### src/rtl/hilo_pkg.sv
// rtl/hilo_pkg.sv - shared encodings for the HI/LO multiply/divide controller
// Purpose: op encodings, FSM state type and default data width used by
//          hilo_muldiv_ctrl and hilo_div_core.
// Ports:   none (package).
package hilo_pkg;

  localparam int DEFAULT_DATA_WIDTH = 32;

  localparam logic [1:0] OP_MUL  = 2'b00;
  localparam logic [1:0] OP_DIV  = 2'b01;
  localparam logic [1:0] OP_MTHI = 2'b10;
  localparam logic [1:0] OP_MTLO = 2'b11;

  typedef enum logic [1:0] {
    S_IDLE = 2'd0,
    S_MUL  = 2'd1,
    S_DIV  = 2'd2,
    S_WB   = 2'd3
  } state_e;

endpackage

### src/rtl/hilo_div_core.sv
// rtl/hilo_div_core.sv - unsigned restoring divider datapath, one quotient bit per step
// Purpose: holds divisor, partial remainder and quotient shift register plus
//          the iteration counter; the sign handling lives in the parent.
// Ports:   clk, rst_n     clock, async active-low reset
//          load           capture dividend/divisor magnitudes, clear counter
//          step           run one restoring iteration
//          dividend       |a| as unsigned magnitude
//          divisor        |b| as unsigned magnitude
//          quotient       quotient register (holds dividend right after load)
//          remainder      partial / final remainder
//          last           all DATA_WIDTH iterations have run
module hilo_div_core
  import hilo_pkg::*;
#(
  parameter int DATA_WIDTH = DEFAULT_DATA_WIDTH
) (
  input  logic                  clk,
  input  logic                  rst_n,
  input  logic                  load,
  input  logic                  step,
  input  logic [DATA_WIDTH-1:0] dividend,
  input  logic [DATA_WIDTH-1:0] divisor,
  output logic [DATA_WIDTH-1:0] quotient,
  output logic [DATA_WIDTH-1:0] remainder,
  output logic                  last
);

  localparam int CW = $clog2(DATA_WIDTH + 1);

  logic [DATA_WIDTH-1:0] quo;
  logic [DATA_WIDTH-1:0] rem;
  logic [DATA_WIDTH-1:0] dvs;
  logic [CW-1:0]         cnt;
  logic [DATA_WIDTH:0]   rem_sh;
  logic [DATA_WIDTH:0]   diff;

  // One extra bit on the shifted remainder so magnitudes up to 2^(W-1)
  // (abs of the most-negative operand) never wrap; diff's MSB is the borrow.
  always_comb begin
    rem_sh = {rem, quo[DATA_WIDTH-1]};
    diff   = rem_sh - {1'b0, dvs};
  end

  always_ff @(posedge clk or negedge rst_n) begin
    if (!rst_n) begin
      quo <= '0;
      rem <= '0;
      dvs <= '0;
      cnt <= '0;
    end else if (load) begin
      quo <= dividend;
      rem <= '0;
      dvs <= divisor;
      cnt <= '0;
    end else if (step) begin
      if (!diff[DATA_WIDTH]) begin
        rem <= diff[DATA_WIDTH-1:0];
        quo <= {quo[DATA_WIDTH-2:0], 1'b1};
      end else begin
        rem <= rem_sh[DATA_WIDTH-1:0];
        quo <= {quo[DATA_WIDTH-2:0], 1'b0};
      end
      cnt <= cnt + 1'b1;
    end
  end

  assign quotient  = quo;
  assign remainder = rem;
  assign last      = (cnt == CW'(DATA_WIDTH));

endmodule

### src/rtl/hilo_muldiv_ctrl.sv
// rtl/hilo_muldiv_ctrl.sv - HI/LO register owner: multiply capture, signed divide, MTHI/MTLO
// Purpose: latches operands for the external combinational multiplier and
//          captures its product, sequences a signed restoring divide through
//          hilo_div_core, and services MTHI/MTLO writes.
// Config:  HILO_DIVZERO_FLAG_EN adds output div_zero and a one-step
//          divide-by-zero shortcut.
// Ports:   clk, rst_n        clock, async active-low reset
//          start, op, a, b   request strobe, opcode, operands
//          mul_q, mul_m      latched operands to the multiplier
//          mul_hi, mul_lo    multiplier product
//          busy, done        op in progress / one-cycle completion pulse
//          hi, lo            architectural HI/LO registers
//          div_zero          (optional) divide-by-zero flag with done
module hilo_muldiv_ctrl
  import hilo_pkg::*;
#(
  parameter int DATA_WIDTH = DEFAULT_DATA_WIDTH,
  parameter int MUL_WAIT   = 1
) (
  input  logic                  clk,
  input  logic                  rst_n,
  input  logic                  start,
  input  logic [1:0]            op,
  input  logic [DATA_WIDTH-1:0] a,
  input  logic [DATA_WIDTH-1:0] b,
  output logic [DATA_WIDTH-1:0] mul_q,
  output logic [DATA_WIDTH-1:0] mul_m,
  input  logic [DATA_WIDTH-1:0] mul_hi,
  input  logic [DATA_WIDTH-1:0] mul_lo,
  output logic                  busy,
  output logic                  done,
  output logic [DATA_WIDTH-1:0] hi,
  output logic [DATA_WIDTH-1:0] lo
`ifdef HILO_DIVZERO_FLAG_EN
  ,
  output logic                  div_zero
`endif
);

  localparam int MW = $clog2(MUL_WAIT + 1);

  state_e                state, state_nx;
  logic                  accept;
  logic                  load_div, step_div, mul_capture, div_write;
  logic                  mt_done;
  logic                  sign_a, neg_q;
  logic [MW-1:0]         mul_cnt;
  logic [DATA_WIDTH-1:0] a_mag, b_mag;
  logic [DATA_WIDTH-1:0] quo, rem;
  logic [DATA_WIDTH-1:0] quo_s, rem_s;
  logic                  div_last;
  logic                  dz_skip;

`ifdef HILO_DIVZERO_FLAG_EN
  logic b_zero;
  assign dz_skip = b_zero;
`else
  assign dz_skip = 1'b0;
`endif

  // WB is the done cycle and accepts a new request just like IDLE.
  assign busy   = (state == S_MUL) || (state == S_DIV);
  assign done   = (state == S_WB) || mt_done;
  assign accept = start && !busy;

  // Two's-complement negate is the exact unsigned magnitude, including the
  // most-negative value (which maps to 2^(W-1)).
  assign a_mag = a[DATA_WIDTH-1] ? (~a + 1'b1) : a;
  assign b_mag = b[DATA_WIDTH-1] ? (~b + 1'b1) : b;

  // Before any step the quotient register still holds |a|, so the
  // divide-by-zero shortcut restores hi = a from it.
  assign quo_s = neg_q  ? (~quo + 1'b1) : quo;
  assign rem_s = sign_a ? (~rem + 1'b1) : rem;

  hilo_div_core #(.DATA_WIDTH(DATA_WIDTH)) u_div_core (
    .clk       (clk),
    .rst_n     (rst_n),
    .load      (load_div),
    .step      (step_div),
    .dividend  (a_mag),
    .divisor   (b_mag),
    .quotient  (quo),
    .remainder (rem),
    .last      (div_last)
  );

  always_comb begin
    state_nx    = state;
    load_div    = 1'b0;
    step_div    = 1'b0;
    mul_capture = 1'b0;
    div_write   = 1'b0;
    case (state)
      S_IDLE, S_WB: begin
        state_nx = S_IDLE;
        if (accept) begin
          if (op == OP_MUL) begin
            state_nx = S_MUL;
          end else if (op == OP_DIV) begin
            state_nx = S_DIV;
            load_div = 1'b1;
          end
        end
      end
      S_MUL: begin
        if (mul_cnt == MW'(MUL_WAIT - 1)) begin
          mul_capture = 1'b1;
          state_nx    = S_WB;
        end
      end
      S_DIV: begin
        if (div_last || dz_skip) begin
          div_write = 1'b1;
          state_nx  = S_WB;
        end else begin
          step_div = 1'b1;
        end
      end
      default: state_nx = S_IDLE;
    endcase
  end

  always_ff @(posedge clk or negedge rst_n) begin
    if (!rst_n) begin
      state   <= S_IDLE;
      mt_done <= 1'b0;
      mul_q   <= '0;
      mul_m   <= '0;
      mul_cnt <= '0;
      sign_a  <= 1'b0;
      neg_q   <= 1'b0;
      hi      <= '0;
      lo      <= '0;
`ifdef HILO_DIVZERO_FLAG_EN
      b_zero   <= 1'b0;
      div_zero <= 1'b0;
`endif
    end else begin
      state   <= state_nx;
      mt_done <= accept && ((op == OP_MTHI) || (op == OP_MTLO));

      if (accept && (op == OP_MUL)) begin
        mul_q   <= a;
        mul_m   <= b;
        mul_cnt <= '0;
      end else if ((state == S_MUL) && !mul_capture) begin
        mul_cnt <= mul_cnt + 1'b1;
      end

      if (accept && (op == OP_DIV)) begin
        sign_a <= a[DATA_WIDTH-1];
        neg_q  <= a[DATA_WIDTH-1] ^ b[DATA_WIDTH-1];
`ifdef HILO_DIVZERO_FLAG_EN
        b_zero <= (b == '0);
`endif
      end

`ifdef HILO_DIVZERO_FLAG_EN
      div_zero <= div_write && b_zero;
`endif

      if (accept && (op == OP_MTHI)) begin
        hi <= a;
      end else if (accept && (op == OP_MTLO)) begin
        lo <= a;
      end else if (mul_capture) begin
        hi <= mul_hi;
        lo <= mul_lo;
      end else if (div_write) begin
        if (dz_skip) begin
          hi <= sign_a ? (~quo + 1'b1) : quo;
          lo <= '1;
        end else begin
          hi <= rem_s;
          lo <= quo_s;
        end
      end
    end
  end

endmodule

### config.mk
export PLATFORM = sky130hd
export DESIGN_NAME = hilo_muldiv_ctrl
export DESIGN_NICKNAME = d
export VERILOG_FILES = /design/src/rtl/hilo_pkg.sv /design/src/rtl/hilo_div_core.sv /design/src/rtl/hilo_muldiv_ctrl.sv
export SDC_FILE = /design/constraint.sdc
export NUM_CORES = 1
export LEC_CHECK = 0
export ABC_AREA = 0
export BUFFER_PORTS_ARGS = -buffer_cell sky130_fd_sc_hd__buf_2
export CAP_MARGIN = 20
export CORE_UTILIZATION = 60
export CTS_BUF_LIST = sky130_fd_sc_hd__clkbuf_8
export DETAILED_ROUTE_END_ITERATION = 16
export GPL_ROUTABILITY_DRIVEN = 0
export GPL_TIMING_DRIVEN = 0
export PLACE_DENSITY = 0.89
export SETUP_SLACK_MARGIN = 0.15
export SYNTH_ARGS = -nofsm -noshare
export SYNTH_HDL_FRONTEND = slang
export SYNTH_HIERARCHICAL = 1
export SYNTH_SLANG_ARGS = --single-unit
### constraint.sdc
create_clock -name clk -period 5.3 [get_ports clk]
set_input_delay 1.06 -clock clk [delete_from_list [all_inputs] [get_ports clk]]
set_output_delay 1.06 -clock clk [all_outputs]
set_load 0.005 [all_outputs]
* After elaboration in Yosys (flattened, before gate mapping) *
Cells that the tools add are included.
W data, S select, Z words.

cells by class
  equality and inequality tests = 10
  bitwise gates (word level) = 6
  order comparisons = 0
  shifts and indexed selects = 0
  $mul = 0
  add/sub/neg operators = 7
  reductions and logical operators = 22
  mux-type cells = 37
  div/mod/pow operators = 0

operators by type and width
  cell                     number
  $mux W32                 16
  $add A32 B1 Y32 const B  4
  $not A32 Y32             4
  $sub A33 B32 Y33         1
  $mux W1                  13
  $mux W6                  2
  $mux W2                  5
  $eq A2 B2 Y1 const B     4
  $logic_and A1 B1 Y1      7
  $add A6 B1 Y6 const B    1
  $eq A6 B6 Y1 const B     1
  $ne A2 B2 Y1 const B     3
  $pmux W2 S3              1
  $reduce_and A2 Y1        3
  $reduce_bool A3 Y1       2
  $eq A2 B1 Y1 const B     2
  $logic_not A2 Y1         2
  $reduce_bool A2 Y1       2
  $logic_or A1 B1 Y1       3
  $logic_not A1 Y1         2
  $reduce_or A2 Y1         1
  $add A1 B1 Y1 const B    1
  $not A1 Y1               1
  $xor A1 B1 Y1            1

storage, ports and cells
  memory bits (writable) = 0
  word-level logic and storage cells = 95
  bits in read-only memories = 0
  latch bits = 0
  memories = 0
  register bits after elaboration = 236

* Longest topological paths before layout *
  word-level depth = 7
  gate-level depth with buffers = 15
  gate-level depth less buffers = 14

* Cells and area by module *
The synthesis kept the hierarchy.

modules (own cells, without submodules)
  module            area an instance (um^2)  cells each  sequential area each (um^2)  instances
  hilo_muldiv_ctrl  8783.4                   955         3353.2                       1
  hilo_div_core     6316.1                   687         2552.4                       1

* Least setup slack after synthesis *
OpenSTA, ideal clock, no wires.

  path type = reg2reg
  start = reg u_div_core.quo[31] (netlist: u_div_core/quotient[31])
  end = reg u_div_core.rem[0] (netlist: u_div_core/remainder[0])
  path slack = 2.035 ns
  buffers on the path = 0
  arrival time = 3.179 ns
  cell stages (with the launch flop) = 15
  clock period less this slack = 3.265 ns
  required time = 5.213 ns
  cell sequence = dfrtp_1 > inv_1 > ha_1 > inv_1 > fa_1 > a21oi_1 > nor2b_2 > a311oi_2 > o21ai_2 > a31oi_4 > o31ai_4 > a41oi_4 > xnor2_4 > mux2_4 > a211oi_2

between the ends
  longest elaborated chain between the ends = 4

ends and longest elaborated chain
  element                 RTL line             source
  from (decl)             hilo_div_core.sv:30  logic [DATA_WIDTH-1:0] quo;
  from (signal assigned)  hilo_div_core.sv:51  quo <= dividend;
  from (signal assigned)  hilo_div_core.sv:58  quo <= {quo[DATA_WIDTH-2:0], 1'b1};
  from (signal assigned)  hilo_div_core.sv:61  quo <= {quo[DATA_WIDTH-2:0], 1'b0};
  $sub A33 B32 Y33        hilo_div_core.sv:41  diff = rem_sh - {1'b0, dvs};
  $mux W32 *              hilo_div_core.sv:56  if (!diff[DATA_WIDTH]) begin
  $mux W32 *              hilo_div_core.sv:55  end else if (step) begin
  $mux W32 *              hilo_div_core.sv:50  end else if (load) begin
  to (signal assigned)    hilo_div_core.sv:57  rem <= diff[DATA_WIDTH-1:0];
  to (signal assigned)    hilo_div_core.sv:60  rem <= rem_sh[DATA_WIDTH-1:0];
  to (decl)               hilo_div_core.sv:31  logic [DATA_WIDTH-1:0] rem;

Mark *: on every way between the ends. The rest lies on a longest branch, timed or not. The select of a mux whose other input is x is not followed.
A chain may end at the register's enable or synchronous reset.

* Final worst setup path *
  start = reg u_div_core.quo[31] (netlist: u_div_core/quotient[31])
  end = reg u_div_core.rem[21] (netlist: u_div_core/remainder[21])

between the ends
  longest elaborated chain between the ends = 4

ends and longest elaborated chain
  element           RTL line
  $sub A33 B32 Y33  hilo_div_core.sv:41
  $mux W32          hilo_div_core.sv:56
  $mux W32          hilo_div_core.sv:55
  $mux W32          hilo_div_core.sv:50

No other way between the ends. The select of a mux whose other input is x is not followed.

==> impl_metrics.toml <==
[clock_network]
cts_root_buf = "clkbuf_8"
clockBufferDepth = 3
cts_setup_buffers = 0
cts_tree = "yes"
clk_pin_slew_worst_paths_ns = 0.06
cts_hold_buf = 0
htree_levels = 2
cts.sinks = 236
cts_resized = 0
clock_latency_ns = 0.60
cts-buffers-inserted = 41

[run]
maxCapViolations = 0

[timing]
relSlewSlack = 0.182
rsz0062_at_grt = "false"
finalCritPeriodShare = 0.741
hold_violations = 0
max_freq_mhz = 255
skew_ns = 0.0607
tightest_slew_ns = 1.22
hold_slack_ns = 0.361
layout_min_cycle_time_ns = 3.93
setup_viol = 0
drv_slew = 0
tns_ns = 0

[pwr]
leakage_uw = 0.00762
p_int_uw = 7000
p_seq_frac = 0.277
combinationalPowerShare = 0.591
irDropWorstVdd_mv = 0.376
p_clk_frac = 0.132
powerDensity_nw_per_um2 = 744
switchingPower_uw = 6180
power_uw = 13200
switching_share = 0.469

[critical_path]
start_kind = "register"
rr_worst_depth = 15
cp.required_ns = 5.77
cp.arrival_ns = 4.39
criticalPathCategory = "register to register"
r2r-start = "u_div_core/quotient[31]"
crit_path_max_fanout = 10
cp-startpoint = "u_div_core/quotient[31]"
cp-endpoint = "u_div_core/remainder[21]"
endpoint_kind = "register"
rrSetupSlack_ns = 1.37
r2r_end = "u_div_core/remainder[21]"

[finish]
syn2layout_area_growth_pct = 17.3
nFillCells = 1760
multi_input_area_um2 = 8520
drive_gt1_frac = 0.213
finalNetCount = 2118
antenna_cells = 0
final-seq-area_um2 = 5910
fin_util = 0.722

[status]
status = "complete, no violations"

[grt]
gr-total-overflow = 0
grt_max_degree = 101
antenna_found_initial = 0
track_usage = 0.399
grt_pass1_vias = 14800
grt_pass1_wl_um = 80200

[drt]
via_per_inst = 6.70
drtAntennaViolNets = 0
wl_per_cell_um = 22.7
firstDrtPassIters = 7
wl_um = 52200
drt_iter0_drc = 2293
vias = 15400
drc_errors = 0

[synthesis]
ys_types = 82
synth_area_leaders = "dfrtp_1, xnor2_1, o21ai_0"
syn_area_um2 = 15100
synthFlopType = "dfrtp_1"
synth_nets = 1817
netlist.area_leader.share = 0.391
synth_most_common_cell = "dfrtp_1"
ys_seq_area_frac = 0.391
synth_enable_flop_cells = 0
avgSynthCellArea_um2 = 9.20
synthCells = 1642
synth-seq-cells = 236
async_reset_ff_frac = 1.00
yosysTopAreaCell = "dfrtp_1"
ys_warn_count = 6
synthTopCellsByCount = "dfrtp_1, o21ai_0, nand2_1"

[place]
portBuffers = 254
dp_hpwl_um = 38600

[die]
die_y_um = 161
initial_core_util = 0.615
rows = 57
dieArea_um2 = 25800
die_width_um = 161
core-area_um2 = 24500
ios = 263

[min_path]
hold_path_class = "primary input to async pin"
-- logic make-up after synthesis --
kind of cell             share of synthesized area
multiplexers                                0.0940
adder cells (fa/ha/maj)                     0.0353
buffers and inverters                       0.0444
AO/OA/AOI/OAI                                0.214
flip-flops                                   0.391
AND/OR/NAND/NOR                              0.138
XOR/XNOR                                    0.0830
-- layout by cell type, fill, tap and decap left out, drive strengths merged, types with 52 or more instances in the layout --
master / instances
o21ai: 166
a211oi: 52
nor2: 101
clkbuf: 142
xnor2: 97
nand2: 148
buf: 274
dfrtp: 236
mux2: 68
a21oi: 86
inv: 77
mux2i: 65
-- cell type report --
class                           count  share of cell area
Clock inverter                     19             0.00657
Sequential cell                   236               0.333
Clock buffer                       53              0.0412
Inverter                           65              0.0138
Buffer                            105              0.0241
Tap cell                          324              0.0229
Timing Repair Buffer              258              0.0767
Multi-Input combinational cell   1236               0.481
-- power groups by stage --
stage               Combinational [uW]  Clock [uW]  Sequential, uW
finish                            7790        1740            3650
CTS                               7580        1740            3600
detailed placement                7510           0            3620
global placement                  7200           0            3560
global route                      8360        1820            3740
floorplan                         5340           0            3430
-- per-stage QoR --
step                instance area [um2]  std cells  setup slack (ns)
finish                            17700       2296              1.37
global route                      17700       2296              1.25
CTS                               17700       2295              1.45
detailed placement                16900       2223              1.32
global placement                  16800       2220            -0.797
floorplan                         15100       1642              2.03
-- worst max-delay path, cell delays in order (launching register included) --
cell and delay, ns:
dfrtp_1 0.46, inv_1 0.12, ha_1 0.17, inv_1 0.05, fa_1 0.40, a21oi_1 0.19
nor2b_2 0.07, a311oi_2 0.41, o21ai_2 0.18, a31oi_4 0.29, o31ai_4 0.13, a41oi_4 0.36
xnor2_4 0.26, buf_6 0.23, nand3b_1 0.20, o22ai_1 0.25
-- layer usage --
layer  up-vias  global-route usage  share of wire
met5         -                   0              0
met4         0               0.261          0.073
met3       272              0.0958           0.12
met2      1199               0.639           0.45
met1      7280               0.482           0.35
li1       6633                   -              -
-- how the worst min path moves through the flow --
stage               start        end  slack, ns  cells after the start
global route        rst_n  mul_q[29]       0.44                      1
floorplan           hi[0]      hi[0]       0.47                      2
detailed placement  lo[3]      lo[3]       0.47                      2
finish              rst_n  mul_q[29]       0.36                      1
CTS                 rst_n  mul_q[29]       0.40                      1
global placement    hi[1]      hi[1]       0.46                      2
-- sequential cells by signal, indices dropped and copies added (netlist names) --
signal,count
state,2
mul_q,32
sign_a,1
u_div_core/cnt,6
mt_done,1
u_div_core/dvs,32
lo,32
neg_q,1
mul_m,32
hi,32
u_div_core/remainder,32
u_div_core/quotient,32
mul_cnt,1
(Power assumes the default switching activity.)
